===== src/rtl/regs.sv =====
// ---------------------------------------------------------------------------
// regs -- general-purpose register file for the picoMIPS datapath.
//
// 2**a registers of n bits each. There are two combinational read ports and
// one synchronous write port. Register 0 has no storage and always reads zero.
// Writes go to the register addressed by Raddr2, which is the instruction's
// destination field, so Raddr2 is both a read address and the write address.
//
// Ports
//   clk      in   1   system clock; writes take effect on the rising edge
//   n_reset  in   1   asynchronous active-low reset; clears every register
//   w        in   1   write enable, active high
//   Wdata    in   n   signed write data (ALU / immediate result)
//   Raddr1   in   a   read address, port 1
//   Raddr2   in   a   read address, port 2 and write address
//   Rdata1   out  n   signed contents of register Raddr1 (0 for address 0)
//   Rdata2   out  n   signed contents of register Raddr2 (0 for address 0)
// ---------------------------------------------------------------------------
module regs #(
  parameter int n = 8,
  parameter int a = 3
) (
  input  logic                clk,
  input  logic                n_reset,
  input  logic                w,
  input  logic signed [n-1:0] Wdata,
  input  logic        [a-1:0] Raddr1,
  input  logic        [a-1:0] Raddr2,
  output logic signed [n-1:0] Rdata1,
  output logic signed [n-1:0] Rdata2
);

  localparam int NREG = 2 ** a;

  // Read-side view of every register. Entry 0 is a constant zero, so the read
  // muxes need no special case for address 0.
  logic [n-1:0]    w_gpr [NREG];

  // One-hot write strobe per register, computed from the shared address.
  logic [NREG-1:0] w_wr_sel;

  assign w_gpr[0]    = '0;
  assign w_wr_sel[0] = 1'b0;  // writes to r0 are discarded

  genvar gi;
  generate
    for (gi = 1; gi < NREG; gi++) begin : g_reg
      logic [n-1:0] r_q;

      assign w_wr_sel[gi] = w && (Raddr2 == a'(gi));

      // Asynchronous clear. The reset branch takes priority over a write on
      // the same edge. The first edge after release can write normally.
      always_ff @(posedge clk or negedge n_reset) begin
        if (!n_reset) begin
          r_q <= '0;
        end else if (w_wr_sel[gi]) begin
          r_q <= Wdata;
        end
      end

      assign w_gpr[gi] = r_q;
    end
  endgenerate

  // The read path is purely combinational and has no write bypass. A value
  // written on an edge becomes visible only after that edge.
  assign Rdata1 = w_gpr[Raddr1];
  assign Rdata2 = w_gpr[Raddr2];

endmodule


===== config.mk =====
export PLATFORM = sky130hd
export DESIGN_NAME = regs
export DESIGN_NICKNAME = d
export VERILOG_FILES = /design/src/rtl/regs.sv
export SDC_FILE = /design/constraint.sdc
export NUM_CORES = 1
export LEC_CHECK = 0
export BUFFER_PORTS_ARGS = -buffer_cell sky130_fd_sc_hd__buf_2
export CORE_MARGIN = 1.5
export CORE_UTILIZATION = 50
export CTS_BUF_LIST = sky130_fd_sc_hd__clkbuf_4 sky130_fd_sc_hd__clkbuf_8
export DETAILED_ROUTE_END_ITERATION = 8
export GPL_TIMING_DRIVEN = 0
export PLACE_DENSITY = 0.66
export SKIP_CTS_REPAIR_TIMING = 1
export SLEW_MARGIN = 15
export SYNTH_ARGS = -nofsm -noshare
export SYNTH_HDL_FRONTEND = slang
export SYNTH_SLANG_ARGS = --single-unit

===== constraint.sdc =====
create_clock -name clk -period 2.08 [get_ports clk]
set_input_delay 0.104 -clock clk [delete_from_list [all_inputs] [get_ports clk]]
set_output_delay 0.104 -clock clk [all_outputs]
set_load 0.05 [all_outputs]

Word-level counts from Yosys, hierarchy flattened
Cells that the tools add are included.

word-level totals
  output and inout port bits = 16
  input bits = 17
  register bits after elaboration = 56
  logic and storage cells = 31

operators by class
  reduce and logical (&&, ||, !) cells = 7
  bitwise operators = 2
  equality and inequality tests = 7
  mux-type cells = 6
  order comparisons = 2

operators by type and width
  operator              count
  $bmux W8 S3           2
  $mux W8               4
  $eq A3 B3 Y1 const B  4
  $ge A4 B4 Y1 const B  2
  $not A3 Y4            2
  $logic_and A1 B1 Y1   7
  $eq A3 B2 Y1 const B  2
  $eq A3 B1 Y1 const B  1

Logic depth before layout (Yosys ltp)
  word-level depth = 4
  gate-level depth with buffers = 6

Least setup slack after synthesis
Ideal clock, no wire load.

  path type = input to output
  from = in Raddr2[1]
  to = out Rdata2[0]
  buffers on the path = 3
  required time = 1.976 ns
  setup slack = 0.052 ns
  data arrival time = 1.924 ns
  stages = 5
  path through = buf_4 buf_12 buf_4 mux2i_1 a221oi_1

between the ends
  cells in the longest elaborated chain, start to end = 4

ends and longest elaborated chain
  element                                     line  RTL
  start: declaration                          28    input logic [a-1:0] Raddr2,
  $not A3 Y4 (not written as such)            69    assign Rdata2 = w_gpr[Raddr2];
  $bmux W8 S3                                 69
  $mux W8 (not written as such) (2 in a row)  69
  end: declaration                            30    output logic signed [n-1:0] Rdata2

Every way passes these cells. The select of a mux whose other input is x is not followed.

Worst setup path in the final report
  from = reg g_reg[1].r_q[1]
  to = out Rdata2[1]

between the ends
  cells in the longest elaborated chain, start to end = 3

ends and longest elaborated chain
  element                                     line  RTL
  start: declaration                          48    logic [n-1:0] r_q;
  start signal: assignment                    58    r_q <= Wdata;
  $bmux W8 S3                                 69
  $mux W8 (not written as such) (2 in a row)  69

Every way passes these cells. The select of a mux whose other input is x is not followed.

==> impl_metrics.json <==
{
  "fmax_mhz": 562,
  "syn-num-nets": 254,
  "finalMaxSlewViolations": 0,
  "routedWlPerCell_um": 23.2,
  "portBuffers": 26,
  "crit_fanout": 3,
  "finalSetupViolations": 0,
  "end_kind": "output port",
  "vias": 2199,
  "period_share_pct": 85.6,
  "grt_max_degree": 57,
  "largest_reg_flops": 56,
  "leakagePower_nw": 1.56,
  "clk_path_buf_depth": 2,
  "p_total_mw": 3.20,
  "synth-seq-cells": 56,
  "startpoint_type": "register",
  "cp_data_arrival_time_ps": 1680,
  "synth_top_area_share_pct": 43.8,
  "whs_ps": 116,
  "wl_um": 8040,
  "seq_area_frac_synth_pct": 43.8,
  "status": "finished, final reports clean",
  "place_ws_ps": 371,
  "path_clk_slew_ps": 100,
  "die_w_um": 83.0,
  "ioPinCount": 33,
  "drt_iter0_markers": 141,
  "period_needed_ps": 1780,
  "relSlewSlack_pct": 52.4,
  "synth_edf_count": 0,
  "hold_viol_final": 0,
  "cts_tree": "yes",
  "cts_made_buffers": 5,
  "area_growth_pct": 10.9,
  "peakVddDrop_mv": 0.596,
  "synth_top_cell_by_area": "dfrtp_1",
  "dieHeight_um": 83.0,
  "worstMarginPinSlew_ps": 715,
  "finalNonFillerCells": 347,
  "yosys.cell_count.top_type": "mux2_2",
  "hp-class": "input pin to register",
  "fin_util_pct": 58.5,
  "ys_top_cells_by_count": "mux2_2 (64), dfrtp_1 (56), mux2i_1 (24), a221oi_1 (23), nor2b_1 (11)",
  "cellPowerDensity_nw_per_um2": 901,
  "root_buffer": "clkbuf_8",
  "largestRegisters": "g.r_q: 56 flops",
  "drc_errors": 0,
  "placed_area_um2": 3430,
  "yosys_warnings": 0,
  "synthesis.area_um2": 3200,
  "ys_types": 24,
  "synthArstFlopShare_pct": 100,
  "skew_ps": 0,
  "setup_ws_ps": 299,
  "antenna_found_initial": 0,
  "grt_overflow": 0,
  "hold_start": "Wdata[7]",
  "die_area_um2": 6890,
  "vias_per_cell": 6.34,
  "dr.pass1.iters": 4,
  "synthTopCellsByArea": "dfrtp_1 (44%), mux2_2 (23%), mux2i_1 (7.5%), a221oi_1 (6.3%), mux2_4 (3.8%)",
  "rsz0062_at_grt": "false",
  "insertion_delay_ps": 310,
  "cp.required_ps": 1980,
  "cts_max_level": 2,
  "setup_tns_ps": 0,
  "path_class": "register to output port",
  "start_util_pct": 52.8,
  "numClockSinks": 56,
  "rows": 28,
  "coreArea_um2": 6060,
  "rr_startpoint": "g_reg[2].r_q[1]$_DFFE_PN0P_",
  "worstSetupStartpoint": "g_reg[1].r_q[1]$_DFFE_PN0P_",
  "gp_congestion": 0.795,
  "nNetsFinal": 288,
  "grt_pass1_vias": 2267,
  "synthFlopType": "dfrtp_1",
  "synth_cells": 237,
  "maxCapViolCount": 0,
  "diodes": 0,
  "layout-drive-gt1-share_pct": 48.9,
  "grt.total_usage_pct": 24.4,
  "syn_avg_cell_area_um2": 13.5,
  "regMostFlops": "g.r_q",
  "grt_pass1_wl_um": 12900,
  "ant_nets": 0,
  "stdcell_area_um2": 3550,
  "dp_cells": 338,
  "hpwl_um": 5170
}
==> worst max-delay path: stages, from the launching register on <==
cell and delay, ps:
dfrtp_1 400, mux2_2 270, a221oi_1 380, a221oi_1 90
buf_2 240
==> metal layers <==
| metal | wire [um] | part of all wire [%] | GRT usage, % | vias up |
|---|---|---|---|---|
| li1 | - | - | - | 988 |
| met2 | 3830 | 48 | 36.8 | 57 |
| met3 | 401 | 5.0 | 4.97 | 12 |
| met4 | 122 | 1.5 | 7.12 | 0 |
| met1 | 3690 | 46 | 35.5 | 1142 |
| met5 | 0 | 0 | 0 | - |
==> power breakdown <==
group          internal [mW]  switching, mW  total (mW)
clock                  0.371          0.353       0.724
combinational          0.455          0.512       0.967
sequential              1.33          0.178        1.51
==> logic make-up (layout without fill, tap and decap cells) <==
group	after synthesis	in the layout	synth area share, %
AO/OA/AOI/OAI	40	40	10.6
AND/OR/NAND/NOR	23	23	6.57
buffers and inverters	22	57	5.28
flip-flops	56	56	43.8
multiplexers	96	96	33.8
==> placed cells by master (no fill, tap or decap), types with 2 or more instances in the layout <==
| cell type | synthesis | layout |
|---|---|---|
| nor2b_1 | 11 | 11 |
| buf_6 | 6 | 6 |
| mux2_2 | 64 | 64 |
| and3b_1 | 2 | 2 |
| mux2_4 | 8 | 8 |
| a311oi_1 | 8 | 8 |
| buf_2 | 8 | 33 |
| a221oi_1 | 23 | 23 |
| mux2i_1 | 24 | 24 |
| a211oi_1 | 9 | 9 |
| clkbuf_8 | 0 | 5 |
| clkbuf_1 | 3 | 3 |
| buf_4 | 4 | 5 |
| dfrtp_1 | 56 | 56 |
==> area by class of cell <==
cell class / instances / area, um2
buffer: 22 / 169
clock buffer: 6 / 76.3
clock inverter: 2 / 35.0
fill: 522 / 2510
multi-input combinational: 159 / 1630
sequential: 56 / 1400
tap: 75 / 93.8
timing repair buffer: 27 / 143
==> final timing paths <==
check                                                   end  slack [ps]  cells after the start
worst max register to register  g_reg[2].r_q[1]$_DFFE_PN0P_        1280                      1
max in group asynchronous       g_reg[3].r_q[2]$_DFFE_PN0P_        1220                      2
worst min-delay path            g_reg[4].r_q[7]$_DFFE_PN0P_         120                      2
worst max-delay path                              Rdata2[1]         300                      4
min in group asynchronous       g_reg[4].r_q[6]$_DFFE_PN0P_         370                      2
worst min register to register  g_reg[5].r_q[2]$_DFFE_PN0P_         530                      1
Power figures use the tool's default switching activity.
